File: src/rtl/uart_pkg.sv
// Shared types, constants and helpers for the UART word receive path.
package uart_pkg;

  // Bit-level receiver states.
  typedef enum logic [2:0] {
    IDLE      = 3'd0,
    START     = 3'd1,
    DATA      = 3'd2,
    STOP      = 3'd3,
    WAIT_HIGH = 3'd4
  } rx_state_t;

  // 50 MHz / 115200 baud.
  localparam int CLK_DIV_DEFAULT = 434;

  // Bytes per assembled word and the width of a byte-lane index.
  localparam int MAX_BYTES = 8;
  localparam int LANE_W    = 3;

  // Map the requested length onto 1..8; 0 and anything above 8 mean a full word.
  function automatic logic [3:0] norm_len(input logic [3:0] len_raw);
    logic [3:0] res;
    if ((len_raw == 4'd0) || (len_raw > 4'd8)) begin
      res = 4'd8;
    end else begin
      res = len_raw;
    end
    return res;
  endfunction

  // Return the word with byte lane 'lane' replaced by 'b'.
  function automatic logic [8*MAX_BYTES-1:0] put_lane(input logic [8*MAX_BYTES-1:0] w,
                                                      input logic [LANE_W-1:0]      lane,
                                                      input logic [7:0]             b);
    logic [8*MAX_BYTES-1:0] res;
    res = w;
    res[{lane, 3'b000} +: 8] = b;
    return res;
  endfunction

endpackage

File: src/rtl/uart_rx_byte.sv
// 8N1 byte receiver: input synchroniser, bit FSM and baud counter.
// Emits a registered byte_valid pulse for a good stop bit and a frame_err
// pulse for a low stop bit, after which it waits for the line to go idle.
module uart_rx_byte
  import uart_pkg::*;
#(
  parameter int CLK_DIV = CLK_DIV_DEFAULT
) (
  input  logic       clk,
  input  logic       rst_n,
  input  logic       rx_pin_in,
  output logic [7:0] byte_data,
  output logic       byte_valid,
  output logic       frame_err
);

  localparam int CNT_W = $clog2(CLK_DIV);
  localparam logic [CNT_W-1:0] HALF_M1 = CNT_W'(CLK_DIV / 2 - 1);
  localparam logic [CNT_W-1:0] FULL_M1 = CNT_W'(CLK_DIV - 1);

  logic             sync1_q;
  logic             rxs_q;
  logic             rxs_prev_q;
  logic             fall_s;
  rx_state_t        state_q, state_d;
  logic [CNT_W-1:0] cnt_q, cnt_d;
  logic [2:0]       bit_q, bit_d;
  logic [7:0]       shift_q, shift_d;
  logic [7:0]       byte_data_q, byte_data_d;
  logic             byte_valid_q, byte_valid_d;
  logic             frame_err_q, frame_err_d;

  // Two-flop synchroniser (idle-high reset) plus one delayed copy for edge detection.
  always_ff @(posedge clk or negedge rst_n) begin
    if (!rst_n) begin
      sync1_q    <= 1'b1;
      rxs_q      <= 1'b1;
      rxs_prev_q <= 1'b1;
    end else begin
      sync1_q    <= rx_pin_in;
      rxs_q      <= sync1_q;
      rxs_prev_q <= rxs_q;
    end
  end

  assign fall_s = rxs_prev_q & ~rxs_q;

  // State, counters and registered outputs.
  always_ff @(posedge clk or negedge rst_n) begin
    if (!rst_n) begin
      state_q      <= IDLE;
      cnt_q        <= '0;
      bit_q        <= 3'd0;
      shift_q      <= 8'd0;
      byte_data_q  <= 8'd0;
      byte_valid_q <= 1'b0;
      frame_err_q  <= 1'b0;
    end else begin
      state_q      <= state_d;
      cnt_q        <= cnt_d;
      bit_q        <= bit_d;
      shift_q      <= shift_d;
      byte_data_q  <= byte_data_d;
      byte_valid_q <= byte_valid_d;
      frame_err_q  <= frame_err_d;
    end
  end

  // Next-state logic: start-bit qualification, mid-bit sampling, stop check.
  always_comb begin
    state_d      = state_q;
    cnt_d        = cnt_q + CNT_W'(1);
    bit_d        = bit_q;
    shift_d      = shift_q;
    byte_data_d  = byte_data_q;
    byte_valid_d = 1'b0;
    frame_err_d  = 1'b0;
    case (state_q)
      IDLE: begin
        cnt_d = '0;
        if (fall_s) begin
          state_d = START;
        end else begin
          state_d = IDLE;
        end
      end
      START: begin
        if (cnt_q == HALF_M1) begin
          cnt_d = '0;
          bit_d = 3'd0;
          // A line that is high again at mid-start was only a glitch.
          if (!rxs_q) begin
            state_d = DATA;
          end else begin
            state_d = IDLE;
          end
        end else begin
          state_d = START;
        end
      end
      DATA: begin
        if (cnt_q == FULL_M1) begin
          cnt_d   = '0;
          shift_d = {rxs_q, shift_q[7:1]};
          if (bit_q == 3'd7) begin
            state_d = STOP;
          end else begin
            bit_d   = bit_q + 3'd1;
            state_d = DATA;
          end
        end else begin
          state_d = DATA;
        end
      end
      STOP: begin
        if (cnt_q == FULL_M1) begin
          cnt_d = '0;
          if (rxs_q) begin
            byte_valid_d = 1'b1;
            byte_data_d  = shift_q;
            state_d      = IDLE;
          end else begin
            frame_err_d = 1'b1;
            state_d     = WAIT_HIGH;
          end
        end else begin
          state_d = STOP;
        end
      end
      WAIT_HIGH: begin
        // Hold off until the line returns high so a break yields one error only.
        cnt_d = '0;
        if (rxs_q) begin
          state_d = IDLE;
        end else begin
          state_d = WAIT_HIGH;
        end
      end
      default: begin
        state_d = IDLE;
        cnt_d   = '0;
      end
    endcase
  end

  assign byte_data  = byte_data_q;
  assign byte_valid = byte_valid_q;
  assign frame_err  = frame_err_q;

endmodule

File: src/rtl/uart_word_rx.sv
// Serial-to-word receiver: collects 1..8 UART bytes (LSB byte first) into a
// 64-bit word, with an inter-byte gap timeout and framing-error abort.
module uart_word_rx
  import uart_pkg::*;
#(
  parameter int CLK_DIV    = CLK_DIV_DEFAULT,
  parameter int GAP_CYCLES = 20 * CLK_DIV
) (
  input  logic        clk,
  input  logic        rst_n,
  input  logic        rx_pin_in,
  input  logic [3:0]  len,
  output logic [7:0]  byte_data,
  output logic        byte_valid,
  output logic [63:0] word_data,
  output logic [3:0]  word_len,
  output logic        word_valid,
  output logic        frame_err,
  output logic        timeout_err
);

  localparam int WORD_W = 8 * MAX_BYTES;
  localparam int GAP_W  = $clog2(GAP_CYCLES + 1);
  localparam logic [GAP_W-1:0] GAP_LAST = GAP_W'(GAP_CYCLES - 1);

  logic [LANE_W-1:0] idx_q, idx_d;
  logic [3:0]        len_lat_q, len_lat_d;
  logic [WORD_W-1:0] shadow_q, shadow_d;
  logic [GAP_W-1:0]  gap_q, gap_d;
  logic [WORD_W-1:0] word_data_q, word_data_d;
  logic [3:0]        word_len_q, word_len_d;
  logic              word_valid_q, word_valid_d;
  logic              timeout_q, timeout_d;
  logic [3:0]        len_cur_s;
  logic [WORD_W-1:0] merged_s;

  uart_rx_byte #(
    .CLK_DIV (CLK_DIV)
  ) u_rx_byte (
    .clk        (clk),
    .rst_n      (rst_n),
    .rx_pin_in  (rx_pin_in),
    .byte_data  (byte_data),
    .byte_valid (byte_valid),
    .frame_err  (frame_err)
  );

  // Assembler and gap-counter state plus registered word outputs.
  always_ff @(posedge clk or negedge rst_n) begin
    if (!rst_n) begin
      idx_q        <= '0;
      len_lat_q    <= 4'd0;
      shadow_q     <= '0;
      gap_q        <= '0;
      word_data_q  <= '0;
      word_len_q   <= 4'd0;
      word_valid_q <= 1'b0;
      timeout_q    <= 1'b0;
    end else begin
      idx_q        <= idx_d;
      len_lat_q    <= len_lat_d;
      shadow_q     <= shadow_d;
      gap_q        <= gap_d;
      word_data_q  <= word_data_d;
      word_len_q   <= word_len_d;
      word_valid_q <= word_valid_d;
      timeout_q    <= timeout_d;
    end
  end

  // Byte placement, word completion, and abort on timeout or framing error.
  always_comb begin
    idx_d        = idx_q;
    len_lat_d    = len_lat_q;
    shadow_d     = shadow_q;
    gap_d        = gap_q;
    word_data_d  = word_data_q;
    word_len_d   = word_len_q;
    word_valid_d = 1'b0;
    timeout_d    = 1'b0;
    // The length is sampled only by the first byte of a word.
    len_cur_s    = (idx_q == '0) ? norm_len(len) : len_lat_q;
    merged_s     = put_lane(shadow_q, idx_q, byte_data);

    if (byte_valid) begin
      // A byte arriving in the timeout cycle wins: no error, gap restarts.
      len_lat_d = len_cur_s;
      if ({1'b0, idx_q} == (len_cur_s - 4'd1)) begin
        word_data_d  = merged_s;
        word_len_d   = len_cur_s;
        word_valid_d = 1'b1;
        idx_d        = '0;
        shadow_d     = '0;
        gap_d        = '0;
      end else begin
        shadow_d = merged_s;
        idx_d    = idx_q + LANE_W'(1);
        gap_d    = GAP_W'(1);
      end
    end else if (frame_err) begin
      // A bad frame discards any partial word without a timeout report.
      idx_d    = '0;
      shadow_d = '0;
      gap_d    = '0;
    end else if (idx_q != '0) begin
      if (gap_q == GAP_LAST) begin
        timeout_d = 1'b1;
        idx_d     = '0;
        shadow_d  = '0;
        gap_d     = '0;
      end else begin
        gap_d = gap_q + GAP_W'(1);
      end
    end else begin
      gap_d = '0;
    end
  end

  assign word_data   = word_data_q;
  assign word_len    = word_len_q;
  assign word_valid  = word_valid_q;
  assign timeout_err = timeout_q;

endmodule
File: config.mk
export PLATFORM = sky130hd
export DESIGN_NAME = uart_word_rx
export DESIGN_NICKNAME = d
export VERILOG_FILES = /design/src/rtl/uart_pkg.sv /design/src/rtl/uart_rx_byte.sv /design/src/rtl/uart_word_rx.sv
export SDC_FILE = /design/constraint.sdc
export NUM_CORES = 1
export LEC_CHECK = 0
export ABC_CLOCK_PERIOD_IN_PS = 3600
export CORE_ASPECT_RATIO = 0.75
export CORE_MARGIN = 1
export CORE_UTILIZATION = 24
export DETAILED_ROUTE_END_ITERATION = 7
export HOLD_SLACK_MARGIN = 0.08
export PLACE_DENSITY = 0.43
export SYNTH_ARGS = -nofsm -noshare
export SYNTH_HDL_FRONTEND = slang
export SYNTH_SLANG_ARGS = --single-unit
File: constraint.sdc
create_clock -name clk -period 3.6 [get_ports clk]
set_clock_uncertainty 0.2 [all_clocks]
set_input_delay 0.36 -clock clk [delete_from_list [all_inputs] [get_ports clk]]
set_output_delay 0.36 -clock clk [all_outputs]
set_load 0.02 [all_outputs]
==> metrics.cfg, run 1 <==
[logic_synthesis]
ys_warn_count = 0
synth.largest_area_cell = dfrtp_1
syn_inst = 757
syn_area_sq_um = 8390
synth_area_leaders = dfrtp_1 56%, mux2i_1 5.0%, nand2_1 4.2%
synth_edf_count = 0
ys.flop_type = dfrtp_1
yosysMostFrequentCell = dfrtp_1
synthArstFlopShare_pct = 100
ys_ff_latch = 191
synth-seq-area-share_pct = 57.0
syn_area_per_cell_sq_um = 11.1
syn-num-nets = 774
synthTopCellsByCount = 188 x dfrtp_1, 94 x nand2_1, 61 x nor2_1, 42 x mux2i_1, 42 x o21ai_0
synth.distinct_cells = 56
yosys.area.top_type_share_pct = 56.1

[detailed_routing]
first_pass_iters = 4
vias_per_cell = 4.40
ant_nets = 0
routed_wl_mm = 21.2
wl_per_cell_microns = 16.4
drc = 0
num_vias = 5712
drt_iter0_markers = 341

[layout]
num_antenna_cells = 0
fin_cells = 1297
drive_above_1_share_pct = 10.0
area_growth_pct = 23.1
nets = 853

[global_routing]
grt_pass1_wl_mm = 33.9
antenna_found_initial = 0
grt_pass1_vias = 5752
overflow = 0
track_usage_pct = 12.5
grt_max_degree = 90

[timing]
slew_headroom_pct = 46.8
rsz0062_at_grt = false
fin_crit_sh_pct = 91.7
period_minus_slack_ns = 3.30
hold_violations = 0
setup_viol = 0
worstMarginPinSlew_ns = 0.798
maxSlewViolCount = 0
setup_tns_ns = 0
timing.fmax_ghz = 0.303

[clock_tree]
postCtsSetupBuffers = 0
clk_latency_ns = 0.44
clkTransAtPathRegs_ns = 0.07
cts_tree = done
root_buffer = clkbuf_16
cts_resized = 0
cts_buffers = 17
htreeDepth = 4
clk_path_buf_depth = 2
cts.sinks = 191

[worst_setup_path]
crit_family = adder cells
cp.buffers_inverters = 2
critPathCaptureType = flip-flop
critical-path-slowest-cell = o41ai_4
crit_top_cell = ha_1
path_cells = inv_1, ha_1, ha_1, nand2b_1, and2_1, ha_1, xor2_1, o21ai_1, o41ai_4, buf_12, nand2b_1, o2bb2ai_1
start_kind = flip-flop
worstPathArrival_ns = 3.41
path_max_fanout = 18
critPathRequiredTime_ns = 3.71
path_class = flip-flop to flip-flop
slowest_delay_ns = 0.41

[place]
place_hpwl_mm = 14.2
placed_cells = 1266
portBuffers = 86
routabilityCongestion = 0.766

[floorplan]
start_util_pct = 24.7
io_pins = 87
die_x_microns = 218
rows = 58
die_h_microns = 164
core_area_sq_um = 34000
dieArea_sq_um = 35700

[outcome]
outcome = finished, final reports clean

[power]
ir_worst_vdd_mv = 0.274
pwr_density_cell_nw_per_um2 = 410
p_leak_nw = 4.41

[flow_run]
maxCapViolCount = 0

[hold_path]
hp-class = input pin to flip-flop

registers in the layout, summed over array words and instances (netlist names), 3 cells and up:
name / flops
idx_q: 3
gap_q: 14
word_len: 4
word_data: 64
len_lat_q: 4
shadow_q: 64
u_rx_byte.byte_data: 8
u_rx_byte.bit_q: 3
u_rx_byte.shift_q: 8
u_rx_byte.state_q: 3
u_rx_byte.cnt_q: 9
where the power goes:
part	internal, mW	switching, mW	total (mW)
combinational	0.0523	0.0856	0.138
clock	1.03	0.838	1.87
sequential	2.18	0.0448	2.22
total	3.26	0.969	4.23
cell families (layout without fill, tap and decap cells):
kind of cell / Yosys count / in the layout / share of synthesized area (%)
XOR/XNOR: 22 / 22 / 2.30
adder cells (fa/ha/maj): 10 / 10 / 1.49
multiplexers: 60 / 60 / 7.46
buffers and inverters: 63 / 153 / 3.75
AO/OA/AOI/OAI: 193 / 193 / 16.0
flip-flops: 191 / 191 / 57.0
AND/OR/NAND/NOR: 218 / 218 / 12.0
stage by stage:
step	util (%)	hold WS, ns	cell area, sq um	power [mW]	worst slack (ns)
floorplan	-	-0.136	8390	2.32	0.321
global placement	28.7	0.147	9750	2.41	0.351
detailed placement	28.7	0.148	9750	2.40	0.300
CTS	30.4	0.104	10300	4.31	0.273
global route	30.4	0.122	10300	4.41	0.0211
finish	30.4	0.135	10300	4.23	0.300
cell type report:
class                   instances  area [sq um]
clock buffers                  20           447
clock inverters                10           115
fillers                      3585         23600
inverters                      21          78.8
multi-input cells             503          3300
flip-flops and latches        191          4780
well taps                     450           563
repair buffers                102          1040
per-layer routing:
layer / vias up / part of all wire, % / wire length (microns) / global-route usage (%)
met2: 83 / 43 / 9200 / 18.2
met3: 13 / 3.5 / 734 / 3.06
met5: - / 0 / 0 / 0
met1: 2794 / 52 / 11100 / 18.4
met4: 0 / 0.96 / 204 / 3.18
li1: 2822 / - / - / -
cell usage in the layout, fill, tap and decap left out, types with 7 or more instances in the layout:
master / count
xor2_1: 17
mux2_1: 8
o21ai_0: 42
a21oi_1: 31
inv_1: 21
ha_1: 10
nand2_1: 94
clkbuf_16: 17
nand3_1: 14
clkdlybuf4s50_1: 85
mux2i_1: 42
dfrtp_1: 188
nor2_1: 61
o2bb2ai_1: 24
mux2_2: 9
buf_4: 11
o21ai_1: 32
o21ai_2: 7
a22o_1: 40
final timing paths:
check | from | end | slack, ns | cells after the start
worst min-delay path | rx_pin_in | u_rx_byte.sync1_q | 0.13 | 1
worst max register to register | idx_q[1] | shadow_q[13] | 0.30 | 12
worst min register to register | u_rx_byte.sync1_q | u_rx_byte.rxs_q | 0.16 | 0
min in group asynchronous | rst_n | gap_q[6] | 0.35 | 2
worst max-delay path | idx_q[1] | shadow_q[13] | 0.30 | 12
max in group asynchronous | rst_n | u_rx_byte.sync1_q | 1.98 | 3
repair_timing:
action | CTS | global route
hold endpoints to repair | 87 | 0
setup endpoints to repair | 0 | 0
hold buffers | 1 | 0
No activity file was read; power rests on OpenSTA's default activity.
==> run 2: changes to the inputs <==
--- a/config.mk
+++ b/config.mk
@@ -12,6 +12,7 @@
 export DETAILED_ROUTE_END_ITERATION = 7
 export HOLD_SLACK_MARGIN = 0.08
 export PLACE_DENSITY = 0.43
+export SLEW_MARGIN = 20
 export SYNTH_ARGS = -nofsm -noshare
 export SYNTH_HDL_FRONTEND = slang
 export SYNTH_SLANG_ARGS = --single-unit
==> results of run 2 <==
The final DEF is identical to that of run 1; final timing and power are the same.
==> run 3: changes to the inputs <==
--- a/config.mk
+++ b/config.mk
@@ -6,12 +6,12 @@
 export NUM_CORES = 1
 export LEC_CHECK = 0
 export ABC_CLOCK_PERIOD_IN_PS = 3600
-export CORE_ASPECT_RATIO = 0.75
-export CORE_MARGIN = 1
+export CORE_ASPECT_RATIO = 1.1
 export CORE_UTILIZATION = 24
 export DETAILED_ROUTE_END_ITERATION = 7
+export DONT_BUFFER_PORTS = 1
 export HOLD_SLACK_MARGIN = 0.08
-export PLACE_DENSITY = 0.43
+export PLACE_DENSITY = 0.4
 export SLEW_MARGIN = 20
 export SYNTH_ARGS = -nofsm -noshare
 export SYNTH_HDL_FRONTEND = slang
==> metrics.cfg, run 3 (same netlist as run 1, synthesis figures left out) <==
[layout]
stdcell_area_sq_um = 9420
num_antenna_cells = 0
fill_cells = 3569
seq_area_sq_um = 4780
area_growth_pct = 12.4
nets = 765
multi_input_area_sq_um = 3300
final_common_cell = dfrtp_1
layout_common_cells = 188 x dfrtp_1, 94 x nand2_1, 61 x nor2_1, 42 x o21ai_0, 42 x mux2i_1
fin_util_pct = 27.5
drive_above_1_share_pct = 10.9

[detailed_routing]
drc = 0
num_vias = 5374
vias_per_cell = 4.49
routed_wl_mm = 20.8
first_pass_iters = 4
wl_per_cell_microns = 17.4
drt_iter0_markers = 326
ant_nets = 0

[power]
swShare_pct = 22.6
pwr-share-seq_pct = 52.7
pwr_density_cell_nw_per_um2 = 447
pwr-share-clk_pct = 45.4
p_int_mw = 3.26
power_mw = 4.21
ir_worst_vdd_mv = 0.313
p_leak_nw = 4.10
power_frac_comb_pct = 2.0
switchingPower_uw = 952

[worst_setup_path]
slowest_delay_ns = 0.40
path_max_fanout = 22
critPathCaptureType = flip-flop
start_kind = flip-flop
worstPathArrival_ns = 3.39
critPathRequiredTime_ns = 3.71
rr_worst_depth = 12
path_cells = inv_1, ha_1, ha_1, nand2b_1, and2_1, ha_1, xor2_1, o21ai_1, o41ai_4, buf_12, nand2b_1, o2bb2ai_1
rrSetupSlack_ns = 0.32
critical-path-slowest-cell = dfrtp_1
path_class = flip-flop to flip-flop
r2r_end = shadow_q[47]
crit_top_cell = ha_1
reg2reg_from = idx_q[1]

[floorplan]
die_h_microns = 198
die_x_microns = 180
core_area_sq_um = 34300
start_util_pct = 24.5
io_pins = 87
rows = 71
dieArea_sq_um = 35700

[flow_run]
maxCapViolCount = 0

[clock_tree]
cts_tree = done
cts.sinks = 191
root_buffer = clkbuf_16
htreeDepth = 4
ctsHoldBuffers = 3
cts_buffers = 17
clkTransAtPathRegs_ns = 0.07
clk_path_buf_depth = 2
clk_latency_ns = 0.44

[timing]
fin_crit_sh_pct = 91.1
timing.fmax_ghz = 0.305
period_minus_slack_ns = 3.28
maxSlewViolCount = 0
hold_violations = 191
holdWs_ns = -0.575
setup_viol = 0
rsz0062_at_grt = false
setup_tns_ns = 0
slew_headroom_pct = 41.7
worstMarginPinSlew_ns = 0.875

[global_routing]
antenna_found_initial = 0
grt_pass1_wl_mm = 33.5
grt_pass1_vias = 5467
grt.met2_usage_pct = 19.9
grt_max_degree = 192
gr-max-usage-layer = met2
overflow = 0
use_met3_pct = 2.50
met1_usage_pct = 16.2
track_usage_pct = 12.1

[outcome]
outcome = finished, violations left
violations = hold timing

[place]
place_hpwl_mm = 13.6
routabilityCongestion = 0.738
post_dp_cell_area_sq_um = 8810
portBuffers = 0

[hold_path]
hp-class = input pin to asynchronous set/reset pin

[run 3: per-stage QoR]
step / std cells / setup slack, ns
2_1_floorplan: 757 / 0.321
3_3_place_gp: 1163 / 0.271
3_5_place_dp: 1163 / 0.233
4_1_cts: 1196 / 0.209
5_1_grt: 1197 / 0.0645
6_report: 1197 / 0.321
[run 3: metal layers]
metal	vias up	routed length [microns]
li1	2629	-
met1	2650	9750
met2	79	10100
met3	16	729
met4	0	217
met5	-	0
[run 3: how the worst max path moves through the flow]
stage | depth (start not counted) | from | end
4_1_cts | 12 | idx_q[1] | word_data[37]
6_report | 12 | idx_q[1] | shadow_q[47]
3_3_place_gp | 12 | idx_q[1] | word_data[1]
5_1_grt | 13 | idx_q[1] | shadow_q[12]
3_5_place_dp | 12 | idx_q[1] | word_data[35]
2_1_floorplan | 16 | idx_q[0] | word_data[24]
[run 3: final cells by class]
cell class / count / area share, %
clock buffers: 18 / 4.66
clock inverters: 12 / 1.46
inverters: 21 / 0.837
well taps: 438 / 5.82
multi-input cells: 503 / 35.0
flip-flops and latches: 191 / 50.8
repair buffers: 14 / 1.46
[run 3: critical path, delay by kind of cell, from the launching register on]
kind,cells,cell delay [ns]
compound gates,3,0.60
xor+xnor,1,0.12
fa+ha+maj,3,0.76
buf+inv,2,0.32
flops,1,0.40
simple gates,3,0.73
[run 3: repair_timing]
action	4_1_cts	5_1_grt
endpoints found under the hold margin	193	191
setup buffers	0	1
gates resized for setup	0	1
setup endpoints to repair	0	42
[run 3: power by group through the flow]
stage	Sequential [mW]	Combinational (mW)	Clock (mW)
2_1_floorplan	2.25	0.0723	0
4_1_cts	2.22	0.0855	1.99
6_report	2.22	0.0829	1.91
5_1_grt	2.22	0.0971	2.06
3_5_place_dp	2.26	0.0821	0
3_3_place_gp	2.26	0.0832	0
